File: config.mk
export PLATFORM = sky130hd
export DESIGN_NAME = countdown_ctrl
export DESIGN_NICKNAME = d
export VERILOG_FILES = /design/src/rtl/countdown_ctrl.sv
export SDC_FILE = /design/constraint.sdc
export NUM_CORES = 1
export LEC_CHECK = 0
export ABC_CLOCK_PERIOD_IN_PS = 2150
export CELL_PAD_IN_SITES_DETAIL_PLACEMENT = 0
export CELL_PAD_IN_SITES_GLOBAL_PLACEMENT = 1
export CORE_ASPECT_RATIO = 0.9
export CORE_MARGIN = 3
export CORE_UTILIZATION = 30
export CTS_CLUSTER_DIAMETER = 100
export DETAILED_ROUTE_END_ITERATION = 6
export GPL_TIMING_DRIVEN = 0
export HOLD_SLACK_MARGIN = 0.15
export PLACE_DENSITY = 0.64
export SLEW_MARGIN = 20
export SYNTH_ARGS = -nofsm -noshare
export SYNTH_HDL_FRONTEND = slang
export SYNTH_SLANG_ARGS = --single-unit
File: constraint.sdc
create_clock -name clk -period 2.15 [get_ports clk]
set_input_delay 0.43 -clock clk [delete_from_list [all_inputs] [get_ports clk]]
set_output_delay 0.43 -clock clk [all_outputs]
set_load 0.1 [all_outputs]
File: src/rtl/countdown_ctrl.sv
// countdown_ctrl: run controller for a downstream 4-bit down counter.
// Divides clk by (presc_div+1) to produce tick_en. It watches the counter's
// underflow flag to finish a one-shot run or to count wraps in periodic mode.
// Handshake note: this block has no valid/ready channels. start is a
// request sampled only in IDLE, and stop/hold are levels sampled every cycle.
// The tick_en output qualifies every underflow_in observation.
module countdown_ctrl #(
  parameter int PRESC_W = 8,
  parameter int WRAP_W  = 8
) (
  input  logic               clk,
  input  logic               rst_n,
  input  logic               start,
  input  logic               stop,
  input  logic               hold,
  input  logic               periodic,
  input  logic [PRESC_W-1:0] presc_div,
  input  logic               underflow_in,
  output logic               tick_en,
  output logic               busy,
  output logic               done,
  output logic [WRAP_W-1:0]  wrap_cnt,
  output logic [1:0]         fsm_state
);

  typedef enum logic [1:0] {
    IDLE = 2'd0,
    RUN  = 2'd1,
    HOLD = 2'd2,
    DONE = 2'd3
  } state_t;

  state_t             state;
  logic [PRESC_W-1:0] pcnt;
  logic [PRESC_W-1:0] div_q;
  logic               per_q;
  logic               wrap_ev;
  logic               wrap_full;

  // Tick only while actively running; stop and hold mask it within the same cycle.
  assign tick_en   = (state == RUN) && (pcnt == '0) && !hold && !stop;
  // Underflow is meaningful only on a cycle the counter is actually enabled.
  assign wrap_ev   = tick_en && underflow_in;
  assign wrap_full = &wrap_cnt;
  assign fsm_state = state;

  // Run-control FSM together with the prescaler, wrap counter and registered status.
  always_ff @(posedge clk or negedge rst_n) begin
    if (!rst_n) begin
      state    <= IDLE;
      pcnt     <= '0;
      div_q    <= '0;
      per_q    <= 1'b0;
      wrap_cnt <= '0;
      busy     <= 1'b0;
      done     <= 1'b0;
    end else begin
      done <= 1'b0;
      case (state)
        IDLE: begin
          if (start && !stop) begin
            state    <= RUN;
            busy     <= 1'b1;
            div_q    <= presc_div;
            per_q    <= periodic;
            pcnt     <= presc_div;
            wrap_cnt <= '0;
          end
        end
        RUN: begin
          if (stop) begin
            state <= IDLE;
            busy  <= 1'b0;
          end else if (hold) begin
            // The prescaler freezes from this cycle on, so the phase survives the hold.
            state <= HOLD;
          end else begin
            pcnt <= (pcnt == '0) ? div_q : pcnt - 1'b1;
            if (wrap_ev && !wrap_full) begin
              wrap_cnt <= wrap_cnt + 1'b1;
            end
            if (wrap_ev && !per_q) begin
              state <= DONE;
              busy  <= 1'b0;
              done  <= 1'b1;
            end
          end
        end
        HOLD: begin
          if (stop) begin
            state <= IDLE;
            busy  <= 1'b0;
          end else if (!hold) begin
            state <= RUN;
          end
        end
        DONE: begin
          state <= IDLE;
        end
        default: begin
          state <= IDLE;
          busy  <= 1'b0;
        end
      endcase
    end
  end

endmodule

Yosys cells after proc, flatten, opt, wreduce, memory -nomap -nowiden:

Cells that the tools add are included.
W data, S select, Z words.

* bits in registers: 29
* input port bits: 15

* equal/unequal tests: 12
* mux-type cells: 27
* add/subtract/negate cells: 2
* reductions and logical operators: 21

Operator list (number)
* $mux W8: 8
* $pmux W8 S2: 2
* $mux W2: 6
* $reduce_and A5 Y1: 2
* $mux W1: 9
* $add A8 B1 Y8 const B: 1
* $logic_not A8 Y1: 1
* $ne A2 B2 Y1 const B: 4
* $pmux W2 S4: 1
* $reduce_and A8 Y1: 1
* $sub A8 B1 Y8 const B: 1
* $logic_and A1 B1 Y1: 7
* $ne A3 B3 Y1 const B: 2
* $eq A2 B2 Y1 const B: 2
* $logic_not A1 Y1: 4
* $ne A4 B3 Y1 const B: 1
* $reduce_and A4 Y1: 1
* $ne A3 B2 Y1 const B: 1
* $pmux W1 S3: 1
* $reduce_and A3 Y1: 1
* $reduce_bool A3 Y1: 1
* $eq A2 B1 Y1 const B: 1
* $logic_not A2 Y1: 1
* $ne A2 B1 Y1 const B: 1
* other kinds (2): 2

Logic depth before layout (Yosys ltp):

Gate-level depths: netlist of the first run.

* word-level depth: 10
* gate-level depth with buffers: 8

Worst setup path before layout of the first run:

No wires, ideal clock.

* path type: reg2out
* start point: reg state[0], in the netlist fsm_state[0]
* end point: out tick_en
* slack: -1321 ps
* arrival: 3041 ps
* cell stages (with the launch flop): 5
* cells stage by stage: dfrtp_1 ha_1 or3b_1 clkbuf_1 nor2_1

* word-level cells in the longest chain between the ends: 4

Ends and longest elaborated chain
* start, declared: line 33 `state_t state;`
* start signal, assigned: line 50 `state <= IDLE;`
* start signal, assigned: line 62 `state <= RUN;`
* start signal, assigned: line 72 `state <= IDLE;`
* $eq A2 B1 Y1: line 41 `assign tick_en = (state == RUN) && (pcnt == '0) && !hold && !stop;`
* $logic_and A1 B1 Y1 (3 in a row): line 41
* end, declared: line 19 `output logic tick_en,`

Every way passes these cells.

Worst setup path after layout of the first run:

* start point: reg state[1], in the netlist fsm_state[1]
* end point: out tick_en

The elaborated chain is that of the path after synthesis.

==> results.toml, run 1 <==
[synth]
synth_flop_cell = "dfrtp_1"
syn_nets = 213
syn_area_um2 = 1827
synth_top_cell_by_area = "dfrtp_1"
synth_edf_count = 0
avgSynthCellArea_um2 = 9.564
ys_seq_area_share_pct = 39.73
netlist-cell-type-count = 54
synthCells = 191
yosysWarnings = 0
synthTopCellsByArea = "dfrtp_1, mux2_2, ha_1"
synthArstFlopShare_pct = 100.0
ys_ff_latch = 29
synth_top_area_share_pct = 39.73

[sta]
relSlewSlack_pct = 36.60
rsz0062_at_grt = "yes"
fin_crit_sh_pct = 104.4
hold_viol = 0
finalClockSkew_ns = 0.007850
setup_ws_ns = -0.09388
slew_violations = 0
period_needed_ns = 2.244
fmax_mhz = 445.7
setup_viol = 2
worstMarginPinSlew_ns = 0.9547

[global_route]
grt_pass1_wl_um = 8266
gr-usage-all-layers_pct = 15.31
antenna_found_initial = 0
overflow = 0
grt_max_degree = 18
grt_pass1_vias = 1628

[finish]
layout_commonest_cell = "dfrtp_1"
finalNetCount = 261
final_cell_mix = "dfrtp_1, nor2_1, nand2_1, dlygate4sd2_1, buf_4"
multi_input_area_um2 = 1177
nFillCells = 576
final_core_util_pct = 45.25
area_growth_pct = 43.42
seq_area_um2 = 744.5
antenna_cells = 0
drive_above_1_share_pct = 31.67

[cts]
cts_tree = "built"
root_buffer = "clkbuf_8"
h-tree-depth = 2
cts.clk_slew.worst_paths_ns = 0.07
cts_num_sinks = 29
numCtsBuffers = 5
clock_latency_ns = 0.29
cts_buffer_depth = 2

[floorplanning]
die_w_um = 88.26
pin_count = 28
initial_core_util_pct = 31.55
rows = 26
die_area_um2 = 7063
die_y_um = 80.03
core-area_um2 = 5791

[worst_setup_path]
cp_slowest_cell = "dfrtp_4"
cp_max_fo = 6
cp_cell_sequence = "inv_4, ha_4, or3b_4, buf_8, nor2_4, buf_12"
criticalPathCategory = "reg -> out"
critical_path.top_delay_family = "flip-flops"
critPathLaunchType = "register"
slowest_delay_ns = 0.50
critPathArrivalTime_ns = 1.81
cp_num_buf_inv = 3
required_ns = 1.72
reg2reg_slack_ns = -0.05
crit_path_end_kind = "primary output"

[run_status]
outcome = "finished, violations left"
violations = "setup timing"

[power]
seqPwrFrac_pct = 28.7
p_per_area_nw_per_um2 = 1345
p_comb_share_pct = 56.6
p_sw_mw = 1.662
internal-power_mw = 1.862
power_frac_clock_pct = 14.7
peakVddDrop_mv = 0.6411
switching_share_pct = 47.16
p_leak_nw = 1.044

[min_path]
hp-class = "reg -> reg"

[route]
via_per_inst = 5.413
dr_total_vias = 1678
drt_iter0_markers = 66
drt_wl_total_um = 5073
first_pass_iters = 4
wl_per_cell_um = 16.36
antenna_left = 0
drcViolationCount = 0

[placed_design]
gp_congestion = 0.7359
portBuffers = 27
post-place-ws_ns = -1.197
dp_hpwl_um = 3460

[flow_run]
maxCapViolations = 0
## synth_stat cells (2+ instances only)
master and n:
a21oi_1 3, a211oi_1 3, or3_1 4, o41ai_1 2, mux2_2 8, dfrtp_1 29, a31oi_1 9, o21ai_0 5
clkbuf_1 7, nand3_1 7, nor2b_1 4, a41oi_1 4, o211ai_1 3, nor3b_1 3, mux2i_1 4, inv_1 11
nand4_1 3, nor2_1 18, o31ai_1 3, ha_1 7, nand2b_1 2, or4_4 2, nor3_1 4, nand2_1 16
## routing by layer
| metal | GRT usage [%] | vias to the layer above | routed length [um] |
|---|---|---|---|
| met5 | 0 | - | 0 |
| met4 | 5.589 | 0 | 73 |
| met3 | 3.096 | 7 | 133 |
| met2 | 22.27 | 27 | 2328 |
| met1 | 22.13 | 827 | 2538 |
| li1 | - | 817 | - |
## final timing paths
path | startpoint | end | depth (start not counted)
worst max-delay path | fsm_state[1] | tick_en | 6
worst min-delay path | div_q[4] | div_q[4] | 1
worst max register to register | pcnt[0] | busy | 6
worst min register to register | div_q[4] | div_q[4] | 1
max in group asynchronous | rst_n | pcnt[3] | 3
min in group asynchronous | rst_n | wrap_cnt[3] | 2
## layout make-up
cell class              instances  share of cell area (%)
plain buffers                   7                   1.671
multi-input cells             142                   44.94
repair buffers                 43                   16.00
clock inverters                 1                  0.1910
clock buffers                   7                   3.677
inverters                      11                   1.767
well taps                      70                   3.343
flip-flops and latches         29                   28.41
## metrics by stage
step	setup TNS (ns)	hold WS, ns	cell area [um^2]	std cells	power, mW
after CTS	-0.2117	0.5095	2517	305	3.456
after global routing	-1.176	0.5196	2620	310	3.781
after floorplan	-0.1504	0.1344	1921	191	2.378
after global placement	-7.746	0.4873	2278	288	2.824
after detailed placement	-6.730	0.3676	2301	289	2.835
final	-0.1413	0.5092	2620	310	3.524
## sequential cells by signal (all words and copies together), names as in the netlist
| register | cells |
|---|---|
| busy | 1 |
| pcnt | 8 |
| per_q | 1 |
| div_q | 8 |
| fsm_state | 2 |
| done | 1 |
| wrap_cnt | 8 |
## what timing repair did
item | 4_1_cts | 5_1_grt
pin swaps | 3 | 4
buffers inserted | 8 | 6
hold buffers | 1 | 0
endpoints found under the setup margin | 38 | 26
endpoints found under the hold margin | 12 | 0
gates resized for setup | 38 | 11
## power groups by stage
stage / combinational, mW / sequential (mW) / clock [mW]
2_1_floorplan: 1.08 / 1.30 / 0
3_3_place_gp: 1.81 / 1.01 / 0
3_5_place_dp: 1.82 / 1.01 / 0
4_1_cts: 1.92 / 1.00 / 0.533
5_1_grt: 2.18 / 1.05 / 0.553
6_report: 1.99 / 1.01 / 0.520
## cell families after synthesis
kind of cell    synth area share [%]
buf+inv                        4.589
mux                            7.124
xor+xnor                      0.9591
flops                          39.73
fa+ha+maj                      4.794
simple gates                   22.05
compound gates                 20.75
Power figures use the tool's default switching activity.
==> inputs of run 2 (changes only) <==
--- a/config.mk
+++ b/config.mk
@@ -11,6 +11,7 @@
 export CORE_ASPECT_RATIO = 0.9
 export CORE_MARGIN = 3
 export CORE_UTILIZATION = 30
+export CTS_BUF_LIST = sky130_fd_sc_hd__clkbuf_4 sky130_fd_sc_hd__clkbuf_8
 export CTS_CLUSTER_DIAMETER = 100
 export DETAILED_ROUTE_END_ITERATION = 6
 export GPL_TIMING_DRIVEN = 0
==> results of run 2 <==
The final DEF is identical to that of run 1; final timing and power are the same.
==> inputs of run 3 (changes only) <==
--- a/config.mk
+++ b/config.mk
@@ -11,7 +11,7 @@
 export CORE_ASPECT_RATIO = 0.9
 export CORE_MARGIN = 3
 export CORE_UTILIZATION = 30
-export CTS_BUF_LIST = sky130_fd_sc_hd__clkbuf_4 sky130_fd_sc_hd__clkbuf_8
+export CTS_BUF_LIST = sky130_fd_sc_hd__clkbuf_16
 export CTS_CLUSTER_DIAMETER = 100
 export DETAILED_ROUTE_END_ITERATION = 6
 export GPL_TIMING_DRIVEN = 0
==> constraint.sdc (replaced) <==
create_clock -name clk -period 2.15 [get_ports clk]
set_input_delay 0.43 -clock clk [delete_from_list [all_inputs] [get_ports clk]]
set_output_delay 0.43 -clock clk [all_outputs]
set_load 0.005 [all_outputs]
==> results.toml, run 3 (synthesized netlist as in run 1, its figures left out) <==
[route]
first_pass_iters = 4
wl_per_cell_um = 15.99
via_per_inst = 5.423
drt_iter0_markers = 55
antenna_left = 0
drcViolationCount = 0
dr_total_vias = 1692
drt_wl_total_um = 4988

[run_status]
violations = "setup timing"
outcome = "finished, violations left"

[floorplanning]
die_y_um = 80.03
core-area_um2 = 5791
die_w_um = 88.26
initial_core_util_pct = 31.55
rows = 26
die_area_um2 = 7063
pin_count = 28

[cts]
numCtsBuffers = 5
cts_buffer_depth = 2
cts_tree = "built"
clock_latency_ns = 0.27
h-tree-depth = 2
cts.clk_slew.worst_paths_ns = 0.05
holdBufCountCts = 0
cts_num_sinks = 29
root_buffer = "clkbuf_16"

[placed_design]
gp_congestion = 0.7667
portBuffers = 27
post-place-ws_ns = -0.6421
placed_cells = 288
place_area_um2 = 2202
dp_hpwl_um = 3299

[global_route]
overflow = 0
gr-usage-all-layers_pct = 15.31
grt_pass1_wl_um = 8328
grt_max_degree = 30
grt_pass1_vias = 1671
antenna_found_initial = 0

[finish]
antenna_cells = 0
stdcell_count = 312
stdcell_area_um2 = 2606
nFillCells = 563
area_growth_pct = 42.67
final_cell_mix = "dfrtp_1, clkdlybuf4s50_1, nor2_1, buf_4, nand2_1"
finalNetCount = 263
drive_above_1_share_pct = 29.75
layout_commonest_cell = "dfrtp_1"
top_regs = "div_q x8, pcnt x8, wrap_cnt x8"

[power]
p_per_area_nw_per_um2 = 1286
peakVddDrop_mv = 0.5727
p_leak_nw = 1.012

[worst_setup_path]
critical_path.top_delay_family = "simple AND/OR/NAND/NOR gates"
cp_slowest_cell = "or4bb_4"
criticalPathCategory = "reg -> reg"
required_ns = 2.35
slowest_delay_ns = 0.51
critPathLaunchType = "register"
crit_path_end_kind = "register"
cp_num_buf_inv = 1
cp_cell_sequence = "inv_2, ha_4, or4bb_4, or4_4, a2111oi_4, mux2i_1"
cp_max_fo = 5
critPathArrivalTime_ns = 2.40

[sta]
hold_viol = 0
rsz0062_at_grt = "yes"
period_needed_ns = 2.200
fin_crit_sh_pct = 102.3
relSlewSlack_pct = 54.71
setup_viol = 1
fmax_mhz = 454.5
setup_ws_ns = -0.05035
worstMarginPinSlew_ns = 0.6794
finalClockSkew_ns = 0.001616
slew_violations = 0

[min_path]
hp-class = "in -> async"

[flow_run]
maxCapViolations = 0
-- run 3: cell types whose count changed in the layout (fill, tap and decap cells not counted), sizes merged --
| cell | before | now |
|---|---|---|
| clkbuf | 12 | 10 |
| buf | 19 | 21 |
| clkinv | 1 | 3 |
| dlygate4sd2 | 15 | 4 |
| clkdlybuf4s50 | 10 | 22 |
| dlygate4sd3 | 1 | 0 |
-- run 3: what timing repair did --
item / in CTS / in global routing
gates resized for setup: 24 / 15
setup buffers: 10 / 9
endpoints found under the setup margin: 20 / 29
pin swaps: 4 / 7
-- run 3: path summary, 6_finish.rpt --
| check | end | from | slack, ns | depth (start not counted) |
|---|---|---|---|---|
| max | busy | pcnt[1] | -0.05 | 6 |
| min | wrap_cnt[3] | rst_n | 0.19 | 1 |
| max reg2reg | busy | pcnt[1] | -0.05 | 6 |
| min reg2reg | div_q[4] | div_q[4] | 0.51 | 1 |
| max in group asynchronous | pcnt[0] | rst_n | 1.48 | 1 |
| min in group clk | div_q[4] | div_q[4] | 0.51 | 1 |
-- run 3: worst reg2reg max path: cells and delay by family, from the launching register on --
| family | cells | cell delay [ns] |
|---|---|---|
| and+or+nand+nor | 2 | 0.97 |
| DFF | 1 | 0.41 |
| AOI/OAI and AO/OA | 1 | 0.31 |
| muxes | 1 | 0.21 |
| adders and majority gates | 1 | 0.15 |
| buffers and inverters | 1 | 0.08 |
-- run 3: area by class of cell --
class / count / area (um^2) / share of cell area, %
buffer: 6 / 32.53 / 1.248
clock buffer: 5 / 125.1 / 4.801
clock inverter: 3 / 12.51 / 0.4801
inverter: 11 / 43.79 / 1.680
multi-input combinational: 142 / 1166 / 44.74
sequential: 29 / 732.0 / 28.08
tap: 70 / 87.58 / 3.361
timing repair buffer: 46 / 406.6 / 15.60
-- run 3: metal layers --
metal  vias up  global-route usage [%]  wire length (um)
met2        38                   22.27              2196
met5         -                       0                 0
met4         0                   6.042                79
met1       820                   21.72              2486
li1        824                       -                 -
met3        10                   3.509               226
-- run 3: metrics by stage --
stage | power (mW) | hold slack [ns] | TNS (ns) | util, %
global placement | 2.389 | 0.4870 | -7.549 | 38.12
finish | 3.351 | 0.1946 | -0.05035 | 45.01
global route | 3.639 | 0.2655 | -0.5927 | 45.01
detailed placement | 2.410 | 0.4937 | -7.319 | 38.03
CTS | 3.264 | 0.2320 | -0.1390 | 42.96
floorplan | 1.958 | 0.1344 | 0 | -
-- run 3: power by group --
part	total, mW	switching, mW	internal [mW]
sequential	1.00	0.235	0.767
combinational	1.68	0.851	0.834
clock	0.664	0.247	0.418
